--- config.mk ---
export PLATFORM = sky130hd
export DESIGN_NAME = cpu_step_ctrl
export DESIGN_NICKNAME = d
export VERILOG_FILES = /design/src/rtl/cpu_ctrl_pkg.sv /design/src/rtl/btn_debounce.sv /design/src/rtl/cpu_step_ctrl.sv
export SDC_FILE = /design/constraint.sdc
export NUM_CORES = 1
export LEC_CHECK = 0
export ABC_AREA = 1
export BUFFER_PORTS_ARGS = -buffer_cell sky130_fd_sc_hd__buf_2
export CAP_MARGIN = 20
export CORE_MARGIN = 4
export CORE_UTILIZATION = 29
export CTS_BUF_LIST = sky130_fd_sc_hd__clkbuf_2 sky130_fd_sc_hd__clkbuf_4 sky130_fd_sc_hd__clkbuf_8
export DETAILED_ROUTE_END_ITERATION = 16
export HOLD_SLACK_MARGIN = 0.02
export PLACE_DENSITY_LB_ADDON = 0.05
export REMOVE_ABC_BUFFERS = 1
export SETUP_SLACK_MARGIN = 0.1
export SLEW_MARGIN = 20
export SYNTH_ARGS = -nofsm -noshare
export SYNTH_HDL_FRONTEND = slang
export SYNTH_SLANG_ARGS = --single-unit
--- constraint.sdc ---
create_clock -name clk_in -period 2.2 [get_ports clk_in]
set_clock_uncertainty 0.1 [all_clocks]
set_input_delay 0.33 -clock clk_in [delete_from_list [all_inputs] [get_ports clk_in]]
set_output_delay 0.33 -clock clk_in [all_outputs]
set_load 0.05 [all_outputs]
--- src/rtl/cpu_ctrl_pkg.sv ---
// Shared state encoding for the CPU execution controller and the display mux that shows state_o.
package cpu_ctrl_pkg;

    typedef logic [1:0] state_t;

    localparam state_t ST_IDLE = 2'd0;
    localparam state_t ST_RUN  = 2'd1;
    localparam state_t ST_STEP = 2'd2;
    localparam state_t ST_HALT = 2'd3;

endpackage

--- src/rtl/btn_debounce.sv ---
// Two-flop synchronizer, stability-counter debouncer and rising-edge detector for a raw board button.
module btn_debounce #(
    parameter int unsigned DB_CYCLES = 16
) (
    input  logic clk_in,
    input  logic rst,
    input  logic btn_raw,
    output logic level,
    output logic rise
);

    localparam int unsigned DBW = (DB_CYCLES > 2) ? $clog2(DB_CYCLES) : 1;
    localparam logic [DBW-1:0] DB_LAST = DBW'(DB_CYCLES - 1);

    logic           sync_1;
    logic           sync_2;
    logic [DBW-1:0] db_cnt;

    always_ff @(posedge clk_in or posedge rst) begin
        if (rst) begin
            sync_1 <= 1'b0;
            sync_2 <= 1'b0;
            db_cnt <= '0;
            level  <= 1'b0;
            rise   <= 1'b0;
        end else begin
            sync_1 <= btn_raw;
            sync_2 <= sync_1;
            rise   <= 1'b0;
            if (sync_2 == level) begin
                db_cnt <= '0;
            end else if (db_cnt == DB_LAST) begin
                // sync_2 differs from level here, so this is the flip; only a flip to 1 is an event
                level  <= sync_2;
                rise   <= sync_2;
                db_cnt <= '0;
            end else begin
                db_cnt <= db_cnt + 1'b1;
            end
        end
    end

endmodule

--- src/rtl/cpu_step_ctrl.sv ---
// Execution controller: issues single-cycle cpu_ce pulses in free-run or single-step mode, with sticky halt.
module cpu_step_ctrl
    import cpu_ctrl_pkg::*;
#(
    parameter int unsigned DIV       = 4,
    parameter int unsigned DB_CYCLES = 16,
    parameter int unsigned CNT_W     = 32
) (
    input  logic             clk_in,
    input  logic             rst,
    input  logic             run_sw,
    input  logic             step_btn,
    input  logic             halt_req,
    output logic             cpu_ce,
    output logic [1:0]       state_o,
    output logic [CNT_W-1:0] cycle_cnt
);

    localparam int unsigned DIVW = (DIV > 2) ? $clog2(DIV) : 1;
    localparam logic [DIVW-1:0] DIV_LAST = DIVW'(DIV - 1);
    localparam logic [DIVW-1:0] DIV_PRE  = DIVW'(DIV - 2);

    logic            run_ff;
    logic            run_sw_s;
    logic            step_level;
    logic            step_rise;
    logic            step_evt;
    state_t          state;
    state_t          state_nxt;
    logic [DIVW-1:0] div_cnt;
    logic [DIVW-1:0] div_nxt;
    logic            ce_nxt;

    btn_debounce #(
        .DB_CYCLES (DB_CYCLES)
    ) u_step_db (
        .clk_in  (clk_in),
        .rst     (rst),
        .btn_raw (step_btn),
        .level   (step_level),
        .rise    (step_rise)
    );

    // rise is only ever asserted alongside a high level; the AND is logically redundant
    assign step_evt = step_rise & step_level;

    always_ff @(posedge clk_in or posedge rst) begin
        if (rst) begin
            run_ff   <= 1'b0;
            run_sw_s <= 1'b0;
        end else begin
            run_ff   <= run_sw;
            run_sw_s <= run_ff;
        end
    end

    // ce_nxt is decided one cycle early so the pulse itself comes straight from a flop
    always_comb begin
        state_nxt = state;
        div_nxt   = div_cnt;
        ce_nxt    = 1'b0;
        case (state)
            ST_IDLE: begin
                if (halt_req) begin
                    state_nxt = ST_HALT;
                end else if (run_sw_s) begin
                    state_nxt = ST_RUN;
                end else if (step_evt) begin
                    state_nxt = ST_STEP;
                    ce_nxt    = 1'b1;
                end
            end
            ST_RUN: begin
                if (halt_req) begin
                    state_nxt = ST_HALT;
                end else if (!run_sw_s) begin
                    state_nxt = ST_IDLE;
                    div_nxt   = '0;
                end else begin
                    div_nxt = (div_cnt == DIV_LAST) ? '0 : div_cnt + 1'b1;
                    ce_nxt  = (div_cnt == DIV_PRE);
                end
            end
            ST_STEP: begin
                state_nxt = halt_req ? ST_HALT : ST_IDLE;
            end
            default: begin
                state_nxt = ST_HALT;
            end
        endcase
    end

    always_ff @(posedge clk_in or posedge rst) begin
        if (rst) begin
            state     <= ST_IDLE;
            div_cnt   <= '0;
            cpu_ce    <= 1'b0;
            cycle_cnt <= '0;
        end else begin
            state     <= state_nxt;
            div_cnt   <= div_nxt;
            cpu_ce    <= ce_nxt;
            cycle_cnt <= cycle_cnt + CNT_W'(ce_nxt);
        end
    end

    assign state_o = state;

endmodule

==> metrics.yaml, run 1 <==
outcome:
  status: "finished clean"
synth:
  synthArstFlopShare: 1.00
  synth_edf_count: 0
  synth_flop_cell: "dfrtp_1"
  yosysSeqAreaShare: 0.494
  netlist_area_um2: 2380
  synth_top_area_frac: 0.494
  syn_avg_cell_area_um2: 8.23
  synth_area_leaders: "dfrtp_1 (49%), nand2_1 (16%), nor2_1 (6.6%)"
  yosysTopAreaCell: "dfrtp_1"
  synth-warning-count: 0
  synth_cell_types: 18
  netlist_instances: 289
  ys_seq_elements: 47
placed_design:
  portBuffers: 39
  pre_cts_slack_ps: -74.7
  gp_congestion: 0.749
  place.detailed.hpwl_um: 4400
cells_and_area:
  layout_commonest_cell: "nand2_1"
  fill_cells: 852
  layout-area-overhead-vs-synth_pct: 30.7
  antenna_cells: 0
  final_nets: 373
  layout_common_cells: "nand2_1 (101), dfrtp_1 (46), nor2_1 (40)"
  drive_gt1_frac: 0.280
sta:
  hold_violations: 0
  finalSetupViolCount: 0
  relSlewSlack: 0.780
  whs_ps: 234
  finalCritPeriodShare: 0.972
  finalMaxSlewViolations: 0
  rsz0062_at_grt: "true"
  fmaxAchievable_mhz: 468
  fin_crit_ps: 2140
  tightest_slew_ps: 327
  setup_ws_ps: 61.3
setup_path:
  r2r-start: "state_o[0]"
  ff2ff_setup_slack_ps: 60
  r2r-end: "cycle_cnt[8]"
  r2r_cells: 12
  setup.worst_path.start_class: "register"
  crit_arrival_ps: 2230
  crit_path_end_kind: "register"
  setup.worst_path.end: "cycle_cnt[8]"
  cp-startpoint: "state_o[0]"
  crit_fanout: 4
  crit_type: "reg -> reg"
  cp.required_ps: 2300
floorplan:
  pin_count: 40
  die_w_um: 98.6
  start_util: 0.303
  fp.dieArea_um2: 9720
  core-area_um2: 7850
  num_rows: 32
  fp.dieH_um: 98.6
power:
  p_sw_frac: 0.311
  p_clk_frac: 0.313
  leakage_nw: 1.60
  p_int_mw: 1.47
  peakVddDrop_mv: 0.311
  power_frac_comb: 0.234
  power_switching_uw: 663
  power_frac_seq: 0.453
  p_per_area_nw_per_um2: 685
routing:
  vias: 1979
  drtAntennaViolNets: 0
  vias_per_cell: 4.27
  wire_per_inst_um: 12.2
  dr.pass1.iters: 4
  drc: 0
  first_iter_violations: 35
  wl_um: 5670
cts:
  numCtsBuffers: 5
  clk_pin_slew_ps: 100
  numClockSinks: 47
  cts_tree: "yes"
  cts_max_level: 2
  cts_buffer_depth: 2
  clock_latency_ps: 310
  root_buffer: "clkbuf_8"
global_route:
  grt_max_degree: 20
  grt_pass1_vias: 1929
  grt_pass1_wl_um: 9380
  overflow: 0
  antenna_found_initial: 0
  track_usage: 0.122
hold_path:
  hold-path-cell-count: 4
  min_path_type: "in -> reg"
flow_run:
  maxCapViolCount: 0
==> layer usage <==
layer	vias up	GRT usage	wire (um)	part of all wire
li1	1028	-	-	-
met1	920	0.159	2730	0.48
met2	29	0.199	2660	0.47
met3	2	0.0382	241	0.043
met4	0	0.0273	36	0.0064
met5	-	0	0	0
==> worst min-delay path by stage <==
stage / from / to / slack (ps)
5_1_grt: halt_req / cpu_ce / 240
3_3_place_gp: rst / u_step_db.db_cnt[0] / 200
3_5_place_dp: rst / u_step_db.db_cnt[3] / 210
2_1_floorplan: run_ff / run_sw_s / 230
6_report: halt_req / cpu_ce / 230
4_1_cts: run_sw / run_ff / 20
==> Yosys cell counts, drive strengths merged, types with 5 or more instances <==
library cell and number:
nor2 52, nand2 107, nand3b 8, inv 28
xnor2 5, ha 8, nand3 11, xor2 12
dfrtp 47, o21ai 6
==> sequential cells by signal, indices dropped and copies added, names as in the netlist <==
register,flops
u_step_db.level,1
u_step_db.sync_1,1
cpu_ce,1
state_o,2
u_step_db.sync_2,1
u_step_db.rise,1
div_cnt,2
run_ff,1
u_step_db.db_cnt,4
cycle_cnt,32
run_sw_s,1
==> worst max-delay path, cell delays in order, from the launching register on <==
cell	delay [ps]
dfrtp_2	450
inv_2	60
ha_2	180
nand2_1	70
o21ai_2	160
ha_2	220
ha_4	150
nand2_4	50
nor2_4	140
nand2_4	100
buf_4	150
buf_6	100
xnor2_1	110
==> layout make-up <==
type | instances | area [um2] | area share
clock inverter | 3 | 47.5 | 0.0153
multi-input combinational | 214 | 1180 | 0.381
inverter | 28 | 105 | 0.0338
sequential | 47 | 1180 | 0.379
clock buffer | 5 | 68.8 | 0.0221
tap | 102 | 128 | 0.0411
timing repair buffer | 64 | 398 | 0.128
==> power by group through the flow <==
stage | registers, mW | logic, mW | clock network [mW]
after global placement | 0.971 | 0.426 | 0
after floorplan | 1.09 | 0.153 | 0
after global routing | 0.975 | 0.560 | 0.732
after detailed placement | 0.972 | 0.430 | 0
after CTS | 0.963 | 0.471 | 0.692
final | 0.965 | 0.499 | 0.666
==> repair_timing <==
action | in CTS | in global routing
pin swaps | 14 | 15
hold endpoints to repair | 14 | 1
hold buffers | 2 | 1
resized for setup | 16 | 10
setup endpoints to repair | 24 | 25
cloned | 0 | 0
buffers inserted | 2 | 4
==> kinds of logic (layout without fill, tap and decap cells) <==
group | count (synthesis) | count (layout) | share of synthesized area
AOI/OAI and AO/OA | 9 | 9 | 0.0210
xor gates and xnor gates | 17 | 17 | 0.0626
adders and majority gates | 8 | 8 | 0.0421
buffers and inverters | 28 | 100 | 0.0442
DFF | 47 | 47 | 0.494
and+or+nand+nor | 180 | 180 | 0.336
==> stage by stage <==
| stage | utilization | instances | instance area (um2) | setup TNS, ps | power [mW] |
|---|---|---|---|---|---|
| 5_1_grt | 0.396 | 463 | 3110 | -577 | 2.27 |
| 6_report | 0.396 | 463 | 3110 | 0 | 2.13 |
| 2_1_floorplan | - | 289 | 2380 | -2820 | 1.24 |
| 3_5_place_dp | 0.360 | 446 | 2820 | -412 | 1.40 |
| 4_1_cts | 0.386 | 458 | 3030 | 0 | 2.13 |
| 3_3_place_gp | 0.360 | 446 | 2820 | -152 | 1.40 |
Note: power is estimated with default switching activity, not from simulation.
==> run 2: changes to the inputs <==
PLACE_DENSITY_LB_ADDON = not set   (was 0.05)
==> run 2 against run 1 <==
- critical path depth up 1
- count of clock-buffer cells in the layout up 1
- clock power down 20%
- cell count down 1.1%
- global-route usage down 0.060 points
- setup slack worse by 51 ps
- largest power group unchanged
==> metrics.yaml, run 2 (same netlist as run 1, synthesis figures left out) <==
cells_and_area:
  layout_commonest_cell: "nand2_1"  # unchanged
  layout_common_cells: "nand2_1 (100), dfrtp_1 (47), nor2_1 (40)"  # was nand2_1 (101), dfrtp_1 (46), nor2_1 (40)
  largest_register: "cycle_cnt"  # unchanged
  final_nets: 368  # was 373
  antenna_cells: 0  # unchanged
  drive_gt1_frac: 0.275  # was 0.280
  layout-area-overhead-vs-synth_pct: 27.9  # was 30.7%
  largest_reg_flops: 32  # unchanged
  reg_top3: "cycle_cnt: 32 flops, u_step_db.db_cnt: 4 flops"  # unchanged
  stdcell_count: 458  # was 463
sta:
  hold_violations: 0  # unchanged
  relSlewSlack: 0.461  # was 0.780
  rsz0062_at_grt: "true"  # unchanged
  finalCritPeriodShare: 0.995  # was 0.972
  fin_crit_ps: 2190  # was 2140 ps
  finalSetupViolCount: 0  # unchanged
  tightest_slew_ps: 808  # was 327 ps
  finalMaxSlewViolations: 0  # unchanged
  fmaxAchievable_mhz: 457  # was 468 MHz
setup_path:
  cp.required_ps: 2300  # about the same
  path_delay_family: "simple AND/OR/NAND/NOR gates"  # was adder cells
  crit_path_end_kind: "register"  # unchanged
  crit_type: "reg -> reg"  # unchanged
  setup.worst_path.start_class: "register"  # unchanged
  path_common_cell: "nand2_1"
  crit_arrival_ps: 2290  # was 2230 ps
  crit_path_cell_trace: "inv_1 > ha_2 > nand2_1 > o21ai_2 > ha_2 > ha_4 > nand2_4 > nor2_4 > nand2_4 > nor2_4 > nand2_1 > nand2_1 > nand2_1"  # was inv_2 > ha_2 > nand2_1 > o21ai_2 > ha_2 > ha_4 > nand2_4 > nor2_4 > nand2_4 > buf_4 > buf_6 > xnor2_1
  slowest_delay_ps: 430  # was 450 ps
  cp.buffers_inverters: 1  # was 3
  slowest_stage: "dfrtp_1"  # was dfrtp_2
  crit_fanout: 5  # was 4
floorplan:
  fp.dieH_um: 98.6  # unchanged
  die_w_um: 98.6  # unchanged
  pin_count: 40  # unchanged
  start_util: 0.303  # unchanged
  fp.dieArea_um2: 9720  # unchanged
  num_rows: 32  # unchanged
  core-area_um2: 7850  # unchanged
cts:
  cts_tree: "yes"  # unchanged
  root_buffer: "clkbuf_8"  # unchanged
  numCtsBuffers: 5  # unchanged
  cts_buffer_depth: 2  # unchanged
  clk_pin_slew_ps: 90  # was 100 ps
  clock_latency_ps: 300  # was 310 ps
  cts_max_level: 2  # unchanged
  numClockSinks: 47  # unchanged
placed_design:
  portBuffers: 39  # unchanged
  placed_cells: 442  # was 446
  place.detailed.hpwl_um: 4250  # was 4400 um
  gp_congestion: 0.767  # was 0.749
power:
  peakVddDrop_mv: 0.203  # was 0.311 mV
  leakage_nw: 1.57  # was 1.60 nW
  p_per_area_nw_per_um2: 641  # was 685 nW/um2
  finalPower_mw: 1.95  # was 2.13 mW
global_route:
  overflow: 0  # unchanged
  grt_pass1_vias: 1992  # was 1929
  grt_max_degree: 40  # was 20
  grt_pass1_wl_um: 9550  # was 9380 um
  antenna_found_initial: 0  # unchanged
  track_usage: 0.121  # was 0.122
routing:
  vias: 2009  # was 1979
  drtAntennaViolNets: 0  # unchanged
  wire_per_inst_um: 12.3  # was 12.2 um
  drc: 0  # unchanged
  first_iter_violations: 98  # was 35
  wl_um: 5630  # was 5670 um
  dr.pass1.iters: 4  # unchanged
  vias_per_cell: 4.39  # was 4.27
outcome:
  status: "finished clean"  # unchanged
flow_run:
  maxCapViolCount: 0  # unchanged
hold_path:
  min_path_type: "in -> reg"  # unchanged
-- run 2: final cells by class --
type | count | area [um2]
multi-input cells | 214 | 1190
well taps | 102 | 128
clock inverters | 2 | 12.5
clock buffers | 6 | 76.3
fillers | 856 | 4810
flip-flops and latches | 47 | 1180
inverters | 28 | 105
repair buffers | 59 | 355
-- run 2: worst paths after layout --
check | slack (ps) | endpoint | startpoint | depth (start not counted)
min | 40 | u_step_db.sync_1 | step_btn | 1
min in group asynchronous | 80 | cycle_cnt[2] | rst | 2
max | 10 | cycle_cnt[24] | state_o[0] | 13
max in group asynchronous | 1320 | cycle_cnt[13] | rst | 3
max reg2reg | 10 | cycle_cnt[24] | state_o[0] | 13
min reg2reg | 260 | u_step_db.sync_2 | u_step_db.sync_1 | 0
-- run 2: per-stage QoR --
stage / setup WS [ps] / util / instance area, um2 / hold slack, ps / TNS [ps]
6_report: 10.2 / 0.388 / 3040 / 40.2 / 0
5_1_grt: -135 / 0.388 / 3040 / 34.4 / -1880
4_1_cts: 12.3 / 0.376 / 2950 / 29.6 / 0
3_5_place_dp: -115 / 0.356 / 2790 / 238 / -820
3_3_place_gp: -62.0 / 0.356 / 2790 / 237 / -292
2_1_floorplan: -246 / - / 2380 / 231 / -2820
-- run 2: layer usage --
| layer | track usage | vias to the layer above | routed length [um] |
|---|---|---|---|
| li1 | - | 1021 | - |
| met1 | 0.160 | 948 | 2560 |
| met2 | 0.201 | 32 | 2780 |
| met3 | 0.0276 | 8 | 232 |
| met4 | 0.0315 | 0 | 57 |
| met5 | 0 | - | 0 |
-- run 2: power by group --
group          internal, mW  switching, mW  total [mW]
registers             0.920         0.0459       0.966
logic                 0.162          0.290       0.452
clock network         0.235          0.295       0.530
-- run 2: repair_timing --
item / CTS / global route
hold buffers: 0 / 1
setup endpoints to repair: 25 / 26
buffers inserted: 0 / 7
hold endpoints to repair: 0 / 1
gates resized for setup: 21 / 7
pin swaps: 17 / 19
==> run 3: changes to the inputs <==
GPL_TIMING_DRIVEN = 0   (was not set)
clock period = 1.9 ns   (was 2.2 ns; I/O delays follow)
==> run 3 against run 2 <==
- the flow now finishes with violations (negative setup slack)
- register-to-register slack worse by 320 ps
- hold slack better by 200 ps
- sequential power up 17%
- setup slack worse by 320 ps
- count of clock-buffer cells in the layout unchanged
- non-clock buffer count up 8
- clock power up 13%
- sequential share of layout area down 1.7 points
- fmax down 1.1%
- design area up 4.8%
- via count down 0.25%
- core utilization up 1.9 points
- highest routed layer unchanged
==> metrics.yaml, run 3 (same netlist as run 1, synthesis figures left out) <==
floorplan:
  fp.dieArea_um2: 9720  # unchanged
  num_rows: 32  # unchanged
  fp.dieH_um: 98.6  # unchanged
  die_w_um: 98.6  # unchanged
  core-area_um2: 7850  # unchanged
  start_util: 0.303  # unchanged
  pin_count: 40  # unchanged
routing:
  wire_per_inst_um: 11.6  # was 12.3 um
  drc: 0  # unchanged
  dr.pass1.iters: 4  # unchanged
  vias: 2004  # was 2009
  wl_um: 5410  # was 5630 um
  drtAntennaViolNets: 0  # unchanged
  first_iter_violations: 63  # was 98
  vias_per_cell: 4.30  # was 4.39
cells_and_area:
  multiInputGateArea_um2: 1210  # was 1190 um2
  layout_commonest_cell: "nand2_1"  # unchanged
  largest_reg_flops: 32  # unchanged
  reg_top3: "cycle_cnt: 32 flops, u_step_db.db_cnt: 4 flops"  # unchanged
  layout_common_cells: "nand2_1 (99), dfrtp_1 (46), nor2_1 (40)"  # was nand2_1 (100), dfrtp_1 (47), nor2_1 (40)
  drive_gt1_frac: 0.291  # was 0.275
  antenna_cells: 0  # unchanged
  final_nets: 376  # was 368
  seq_area_um2: 1180  # about the same
  largest_register: "cycle_cnt"  # unchanged
  fin_area_um2: 3190  # was 3040 um2
  fill_cells: 803  # was 856
  layout-area-overhead-vs-synth_pct: 34.0  # was 27.9%
cts:
  numClockSinks: 47  # unchanged
  cts_max_level: 2  # unchanged
  cts_buffer_depth: 2  # unchanged
  clock_latency_ps: 300  # about the same
  cts_tree: "yes"  # unchanged
  numCtsBuffers: 5  # unchanged
  root_buffer: "clkbuf_8"  # unchanged
  clk_pin_slew_ps: 90  # about the same
placed_design:
  gp_congestion: 0.762  # was 0.767
  place.detailed.hpwl_um: 4010  # was 4250 um
  portBuffers: 39  # unchanged
  placed_area_um2: 2720  # was 2790 um2
  pre_cts_slack_ps: -648  # was -115 ps
outcome:
  violations: "negative setup slack"
  status: "finished, violations left"  # was finished clean
global_route:
  grt_max_degree: 32  # was 40
  track_usage: 0.116  # was 0.121
  grt_pass1_wl_um: 9170  # was 9550 um
  overflow: 0  # unchanged
  grt_pass1_vias: 1974  # was 1992
  antenna_found_initial: 0  # unchanged
sta:
  setup_ws_ps: -313  # was 10.2 ps
  fin_tns_setup_ps: -6040  # was 0 ps
  finalCritPeriodShare: 1.16  # was 0.995
  relSlewSlack: 0.737  # was 0.461
  rsz0062_at_grt: "true"  # unchanged
  fin_crit_ps: 2210  # was 2190 ps
  finalMaxSlewViolations: 0  # unchanged
  finalSetupViolCount: 29  # was 0
  fmaxAchievable_mhz: 452  # was 457 MHz
  tightest_slew_ps: 394  # was 808 ps
  hold_violations: 0  # unchanged
hold_path:
  min-delay-start: "halt_req"  # was step_btn
  hold-path-cell-count: 3  # was 1
  min_path_type: "in -> reg"  # unchanged
  min_to: "div_cnt[0]"  # was u_step_db.sync_1
power:
  leakage_nw: 1.62  # was 1.57 nW
  peakVddDrop_mv: 0.326  # was 0.203 mV
  p_per_area_nw_per_um2: 712  # was 641 nW/um2
setup_path:
  setup.worst_path.start_class: "register"  # unchanged
  ff2ff_setup_slack_ps: -310  # was 10 ps
  r2r-start: "state_o[1]"  # was state_o[0]
  r2r-end: "cycle_cnt[28]"  # was cycle_cnt[24]
  crit_arrival_ps: 2310  # was 2290 ps
  crit_path_end_kind: "register"  # unchanged
  cp.required_ps: 2000  # was 2300 ps
  r2r_cells: 16  # was 13
  crit_fanout: 4  # was 5
  crit_type: "reg -> reg"  # unchanged
flow_run:
  maxCapViolCount: 0  # unchanged
## run 3: cell types whose count changed in the layout (fill, tap and decap cells not counted), sizes merged
cell,delta
buf,+6
dlygate4sd3,+2
## run 3: through the flow
step | instances | hold WS [ps] | util | power [mW]
6_report | 466 | 236 | 0.406 | 2.27
2_1_floorplan | 289 | 216 | - | 1.44
4_1_cts | 456 | 231 | 0.392 | 2.31
3_3_place_gp | 430 | 236 | 0.344 | 1.52
5_1_grt | 466 | 260 | 0.406 | 2.42
3_5_place_dp | 431 | 197 | 0.347 | 1.55
## run 3: critical path, stage by stage, from the launching register on
cell,delay (ps)
dfrtp_1,390
inv_2,110
ha_4,140
inv_2,40
nor2_4,80
nand3_2,80
o21ai_4,90
ha_4,180
ha_4,150
nand2_4,50
nor2_4,150
nand2_4,100
buf_6,140
nor2_4,140
nand2_1,70
nand2_1,60
nand2_1,40
## run 3: metal layers
metal  vias to the layer above  global-route usage  share of wire
met1                       927               0.153           0.47
met5                         -                   0              0
met3                         8              0.0255          0.038
met4                         0              0.0347          0.012
li1                       1037                   -              -
met2                        32               0.192           0.48
## run 3: layout make-up
type                            instances  share of cell area
Multi-Input combinational cell        214               0.380
Sequential cell                        47               0.369
Timing Repair Buffer                   67               0.150
Tap cell                              102              0.0400
Inverter                               28              0.0330
Clock buffer                            6              0.0239
Clock inverter                          2             0.00392
## run 3: how the worst max path moves through the flow
stage	endpoint	cells after the start	startpoint	slack (ps)
after floorplan	cycle_cnt[24]	14	state_o[0]	-550
after global placement	cycle_cnt[30]	13	state_o[0]	-590
after detailed placement	cycle_cnt[24]	13	state_o[1]	-650
after CTS	cycle_cnt[24]	15	state_o[1]	-290
after global routing	cycle_cnt[26]	15	state_o[1]	-430
final	cycle_cnt[28]	16	state_o[1]	-310
## run 3: repair_timing
| item | CTS | global route |
|---|---|---|
| hold buffers | 3 | 0 |
| buffers inserted | 14 | 10 |
| pin swaps | 28 | 17 |
| gates resized for setup | 35 | 10 |
| hold endpoints to repair | 18 | 0 |
| setup endpoints to repair | 31 | 29 |
## run 3: power breakdown
group | switching [mW] | internal [mW]
registers | 0.0623 | 1.07
logic | 0.339 | 0.202
clock network | 0.328 | 0.272
